===== src/rtl/fifo_uart_tx_if.sv =====
// Handshake bundle between the 16x8 FIFO read side and the UART transmitter,
// plus the serial line and status outputs.
interface fifo_uart_tx_if;
  logic       fifo_empty;
  logic [7:0] fifo_data;
  logic       fifo_re;
  logic       tx;
  logic       busy;
  logic       frame_done;

  modport master (
    input  fifo_empty,
    input  fifo_data,
    output fifo_re,
    output tx,
    output busy,
    output frame_done
  );

  modport slave (
    output fifo_empty,
    output fifo_data,
    input  fifo_re,
    input  tx,
    input  busy,
    input  frame_done
  );
endinterface


===== src/rtl/fifo_uart_tx.sv =====
// Drains a registered-read FIFO one byte at a time and sends each byte as an
// LSB-first 8N1 UART frame on tx.
module fifo_uart_tx #(
  parameter int CLKS_PER_BIT = 16
) (
  input  logic           clk,
  input  logic           rst,
  fifo_uart_tx_if.master bus
);

  localparam int DATA_W = 8;
  localparam int CNT_W  = $clog2(CLKS_PER_BIT);
  localparam logic [CNT_W-1:0] CNT_LAST = CNT_W'(CLKS_PER_BIT - 1);

  typedef enum logic [2:0] {IDLE, POP, LOAD, START, DATA, STOP} state_t;

  state_t              state;
  logic [CNT_W-1:0]    cnt;
  logic [2:0]          bit_idx;
  logic [DATA_W-1:0]   shift;
  logic                tx_q;
  logic                bit_end;

  assign bit_end        = (cnt == CNT_LAST);
  assign bus.tx         = tx_q;
  assign bus.fifo_re    = (state == POP);
  assign bus.busy       = (state != IDLE);
  assign bus.frame_done = (state == STOP) && bit_end;

  always_ff @(posedge clk) begin
    if (rst) begin
      state   <= IDLE;
      cnt     <= '0;
      bit_idx <= '0;
      shift   <= '0;
      tx_q    <= 1'b1;
    end else begin
      case (state)
        IDLE: begin
          tx_q <= 1'b1;
          cnt  <= '0;
          if (!bus.fifo_empty) state <= POP;
        end
        POP: begin
          cnt   <= '0;
          state <= LOAD;
        end
        // Registered FIFO read: data_out is valid now, one cycle after re.
        LOAD: begin
          shift   <= bus.fifo_data;
          bit_idx <= '0;
          cnt     <= '0;
          tx_q    <= 1'b0;
          state   <= START;
        end
        START: begin
          if (bit_end) begin
            cnt     <= '0;
            bit_idx <= '0;
            tx_q    <= shift[0];
            state   <= DATA;
          end else begin
            cnt <= cnt + 1'b1;
          end
        end
        DATA: begin
          if (bit_end) begin
            cnt     <= '0;
            shift   <= shift >> 1;
            bit_idx <= bit_idx + 1'b1;
            if (bit_idx == 3'd7) begin
              tx_q  <= 1'b1;
              state <= STOP;
            end else begin
              tx_q <= shift[1];
            end
          end else begin
            cnt <= cnt + 1'b1;
          end
        end
        STOP: begin
          tx_q <= 1'b1;
          if (bit_end) begin
            cnt   <= '0;
            state <= bus.fifo_empty ? IDLE : POP;
          end else begin
            cnt <= cnt + 1'b1;
          end
        end
        default: begin
          state <= IDLE;
          cnt   <= '0;
          tx_q  <= 1'b1;
        end
      endcase
    end
  end

endmodule

===== src/flat_wrapper.sv =====
// flat-port wrapper written by rule: the top's interface ports become plain ports
module fifo_uart_tx_flat 
#(
  parameter int CLKS_PER_BIT = 16
)
  (clk, rst, bus_fifo_empty, bus_fifo_data, bus_fifo_re, bus_tx, bus_busy, bus_frame_done);
  fifo_uart_tx_if bus_i ();
  input  logic clk;
  input  logic rst;
  input wire logic [$bits(bus_i.fifo_empty)-1:0] bus_fifo_empty;
  input wire logic [$bits(bus_i.fifo_data)-1:0] bus_fifo_data;
  output wire logic [$bits(bus_i.fifo_re)-1:0] bus_fifo_re;
  output wire logic [$bits(bus_i.tx)-1:0] bus_tx;
  output wire logic [$bits(bus_i.busy)-1:0] bus_busy;
  output wire logic [$bits(bus_i.frame_done)-1:0] bus_frame_done;
  assign bus_i.fifo_empty = bus_fifo_empty;
  assign bus_i.fifo_data = bus_fifo_data;
  assign bus_fifo_re = bus_i.fifo_re;
  assign bus_tx = bus_i.tx;
  assign bus_busy = bus_i.busy;
  assign bus_frame_done = bus_i.frame_done;
  fifo_uart_tx #(.CLKS_PER_BIT(CLKS_PER_BIT)) u_core (.clk(clk), .rst(rst), .bus(bus_i));
endmodule

===== config.mk =====
export PLATFORM = sky130hd
export DESIGN_NAME = fifo_uart_tx_flat
export DESIGN_NICKNAME = d
export VERILOG_FILES = /design/src/rtl/fifo_uart_tx_if.sv /design/src/rtl/fifo_uart_tx.sv /design/src/flat_wrapper.sv
export SDC_FILE = /design/constraint.sdc
export NUM_CORES = 1
export LEC_CHECK = 0
export CORE_ASPECT_RATIO = 0.8
export CORE_MARGIN = 2
export CORE_UTILIZATION = 41
export DETAILED_ROUTE_END_ITERATION = 8
export MAX_ROUTING_LAYER = met4
export PLACE_DENSITY = 0.69
export SLEW_MARGIN = 30
export SYNTH_ARGS = -nofsm -noshare
export SYNTH_HDL_FRONTEND = slang
export SYNTH_SLANG_ARGS = --single-unit

===== constraint.sdc =====
create_clock -name clk -period 1.65 [get_ports clk]
set_input_delay 0.2475 -clock clk [delete_from_list [all_inputs] [get_ports clk]]
set_output_delay 0.2475 -clock clk [all_outputs]
set_load 0.02 [all_outputs]

# Yosys cells after proc, flatten, opt, wreduce, memory -nomap -nowiden
# Cells that the tools add are included.
[word_totals]
elab_cells = 48
reg_bits = 19
[classes]
bitwise_logic = 2
add_sub_neg = 2
muxes = 16
n_eq_ne = 12
reduce_logical = 11
[ops]
columns = ["cell", "count"]
rows = [
  ["$mux W3", 7],
  ["$pmux W3 S6", 1],
  ["$pmux W8 S2", 1],
  ["$eq A3 B3 Y1 const B", 3],
  ["$pmux W3 S3", 1],
  ["$mux W8", 1],
  ["$ne A2 B1 Y1 const B", 4],
  ["$eq A3 B2 Y1 const B", 2],
  ["$reduce_and A3 Y1", 2],
  ["$reduce_bool A3 Y1", 2],
  ["$reduce_or A3 Y1", 2],
  ["$reduce_and A5 Y1", 1],
  ["$add A4 B1 Y4 const B", 1],
  ["$eq A4 B4 Y1 const B", 1],
  ["$mux W1", 4],
  ["$pmux W1 S4", 1],
  ["$add A3 B1 Y3 const B", 1],
  ["$eq A3 B1 Y1 const B", 1],
  ["$logic_not A3 Y1", 1],
  ["$ne A2 B2 Y1 const B", 1],
  ["$not A1 Y1", 2],
  ["$reduce_and A2 Y1", 1],
  ["$reduce_bool A2 Y1", 1],
  ["$logic_and A1 B1 Y1", 1],
]

# Longest topological paths before layout
[depth]
depth_word = 4
ltp_mapped = 6

# Worst setup path after synthesis
# OpenSTA, ideal clock, no wires.
[synth_path]
kind = "register -> register"
startpoint = "register u_core.cnt[0]"
endpoint = "register u_core.state[0]"
stages_incl_launch_ff = 7
n_path_buf = 1
slack_ns = 0.109
t_arrival_ns = 1.396
setup_time_ns = 0.144
synth_period_minus_slack_ns = 1.541
path_cell_list = "dfxtp_1 -> ha_1 -> and3_1 -> clkbuf_1 -> a21o_1 -> a222oi_1 -> a2111oi_0"
[synth_via]
elab_chain_cells = 3
word_cells_on_any_way = 5
classes_between = "eq/ne (4); reduce/logical (1)"
[synth_rtl]
columns = ["element", "line", "source"]
rows = [
  ["start, declared", "fifo_uart_tx.sv:18", "logic [CNT_W-1:0] cnt;"],
  ["start signal, assigned", "fifo_uart_tx.sv:63", "cnt <= cnt + 1'b1;"],
  ["start signal, assigned", "fifo_uart_tx.sv:78", "cnt <= cnt + 1'b1;"],
  ["start signal, assigned", "fifo_uart_tx.sv:87", "cnt <= cnt + 1'b1;"],
  ["$eq A4 B4 Y1 (*)", "fifo_uart_tx.sv:24", "assign bit_end = (cnt == CNT_LAST);"],
  ["$ne A2 B1 Y1 (no source line)", "n/a", ""],
  ["$reduce_and A5 Y1 (no source line) (*)", "n/a", ""],
  ["end signal, assigned", "fifo_uart_tx.sv:85", "state <= bus.fifo_empty ? IDLE : POP;"],
  ["end, declared", "fifo_uart_tx.sv:17", "state_t state;"],
]
# Every way passes the cells marked *; elsewhere a longest branch is shown, timed or not.
# A chain may end at the register's enable or synchronous reset.

# Worst setup path after layout
[layout_path]
startpoint = "register u_core.cnt[1]"
endpoint = "output port bus_frame_done"
[layout_via]
elab_chain_cells = 2
[layout_rtl]
columns = ["element", "line", "source"]
rows = [
  ["$eq A4 B4 Y1", "fifo_uart_tx.sv:24", ""],
  ["$logic_and A1 B1 Y1", "fifo_uart_tx.sv:28", "assign bus.frame_done = (state == STOP) && bit_end;"],
  ["end, declared", "flat_wrapper.sv:15", "output wire logic [$bits(bus_i.frame_done)-1:0] bus_frame_done;"],
]
# Every way passes these cells.

==> metrics.cfg <==
[run_status]
status=finished, final reports clean

[clock_tree]
cts_max_path_buffers=2
clkLatencyLatePin_ps=300
clock-sinks=19
cts_htree_levels=1
cts_tree=built
cts_inserted_buffers=3
cts_root_buf=clkbuf_4
clk_pin_slew_worst_paths_ps=110

[global_routing]
grt_pass1_wl_mm=3.864
grt_max_degree=15
antenna_found_initial=0
grt_pass1_vias=873
overflow=0
grt_usage_pct=18.86

[final_layout]
syn2layout_area_growth_pct=33.76
mostFrequentLayoutCells=buf_4, dfxtp_1, nor2_1
layout_commonest_cell=buf_4
drive_gt1_share_pct=27.34
fin_util_pct=59.32
layout.nets=154
diodes=0
nFillCells=198

[critical_path]
r2r_start=u_core.state[2]
start_kind=flop
critPathLaunch=u_core.cnt[1]
critPathMaxFanout=3
critPathRequiredTime_ps=1400
arrival_ps=1310
r2r_end=u_core.bus.tx
rrSetupSlack_ps=110
critPathKind=reg2out
critPathCaptureType=output pin
rr_worst_depth=5

[synthesis]
synth_area_um2=982.2
synth_area_leader_cell=dfxtp_1
ys_types=33
netlist.area_leader.share_pct=38.73
ys_seq_elements=19
syn_nets=123
ys_seq_area_share_pct=38.73
ys_top_cells_by_area=dfxtp_1, mux2i_1, nor2_1
synthCells=109
synth.avg_cell_area_um2=9.011
synth_edf_count=0
synthArstFlopShare_pct=0
synth_ff_type=dfxtp_1
yosys_warnings=0

[route]
met3_length_um=113
num_vias=929
dr.max_layer_used=met4
wl_met2_um=977
drt-total-wl_mm=2.222
vias_per_cell=5.665
wl_per_cell_um=13.55
postRouteAntennaNets=0
drt_iter0_markers=52
drc=0
wl_met1_mm=1.116
dr.pass1.iters=4

[pwr]
p_leak_uw=0.0005654
p_per_area_nw_per_um2=715.5
max-vdd-ir-drop_mv=0.4151

[timing]
max_slew.worst_pin.slew_ps=389.8
finalHoldViolations=0
rsz0062_at_grt=no
period_minus_slack_ps=1553
maxSlewHeadroom_pct=73.34
slew_viol_final=0
whs_ps=499.9
fin_crit_sh_pct=94.15
fmax_ghz=0.6437
setup_violations=0
clock_skew_ps=3.143

[floorplanning]
rows=15
core_um2=2215
die_h_um=47.78
io_pins=15
die_w_um=58.72
start_util_pct=44.35
die_area_um2=2805

[hold_path]
hp-class=reg2reg
hp-start=u_core.bit_idx[1]
holdPathEnd=u_core.bit_idx[1]
holdPathStages=1

[place]
io_buffers=14
routabilityCongestion=0.8398
place_hpwl_mm=1.643

[flow_run]
drv_cap=0

worst max-delay path, cell delays in order, from the launching register on:
cell,delay [ps]
dfxtp_2,350
ha_2,170
and3_4,190
nand2_2,70
nor2_2,90
buf_4,140
report_power, final:
part | leakage (µW) | internal (µW) | switching, µW | total (µW)
Clock | 0.0000150 | 94.3 | 148 | 242
Combinational | 0.000394 | 101 | 89.2 | 190
Sequential | 0.000157 | 485 | 22.5 | 508
Total | 0.000565 | 680 | 260 | 940
repair_timing:
action	4_1_cts	5_1_grt
resized for setup	9	11
endpoints found under the setup margin	11	6
hold buffers	0	0
setup buffers	1	0
pin swaps	1	2
per-layer routing:
layer  global-route usage [%]  vias to the layer above
met4                    4.091                        0
li1                         -                      465
met3                    5.676                        2
met5                        -                        -
met2                    30.22                       19
met1                    23.78                      443
through the flow:
step           setup TNS [ps]  cell area (µm²)  setup slack [ps]  power (µW)  instances
3_3_place_gp           -52.31             1252            -52.31       696.1        159
3_5_place_dp           -216.7             1252            -60.21       700.2        159
6_report                    0             1314             96.56       940.0        164
2_1_floorplan               0            982.2             109.3       620.5        109
4_1_cts                     0             1299             37.93       948.8        164
5_1_grt                     0             1314             8.773       995.1        164
worst max path at each step:
stage,to,slack (ps),depth (start not counted)
after floorplan,u_core.state[0],110,6
after global placement,bus_frame_done,-50,5
after detailed placement,bus_frame_done,-60,5
after CTS,bus_frame_done,40,5
after global routing,bus_frame_done,9,5
final,bus_frame_done,100,5
sequential cells by signal, indices dropped and copies added, names as in the netlist:
signal	count
u_core.state	3
u_core.bit_idx	3
u_core.cnt	4
u_core.shift	8
u_core.bus.tx	1
logic make-up (layout without fill, tap and decap cells):
logic type	count (synthesis)	after routing	share of synthesized area (%)
buffers and inverters	10	40	4.840
AO/OA/AOI/OAI	31	31	24.59
AND/OR/NAND/NOR	37	37	19.11
adder cells (fa/ha/maj)	3	3	3.822
multiplexers	7	7	7.134
XOR/XNOR	2	2	1.784
flip-flops	19	19	38.73
final cells by class:
cell class                      instances  area (µm²)  share of cell area, %
Clock buffer                            4       26.28                  2.000
Inverter                                3       11.26                 0.8571
Multi-Input combinational cell         80       573.1                  43.62
Sequential cell                        19       385.4                  29.33
Tap cell                               25       31.28                  2.381
Timing Repair Buffer                   33       286.5                  21.81
synth_stat cells (all sizes together) (2+ instances only):
cell,n
a2111oi,3
a21oi,8
buf,3
nand2b,2
nand2,3
ha,3
o22ai,2
dfxtp,19
a211oi,8
xor2,2
clkbuf,4
nand3,5
o21ai,2
nor2,14
a22o,2
mux2i,7
inv,3
nor3,4
and3,3
a21o,2
Power figures use the tool's default switching activity.
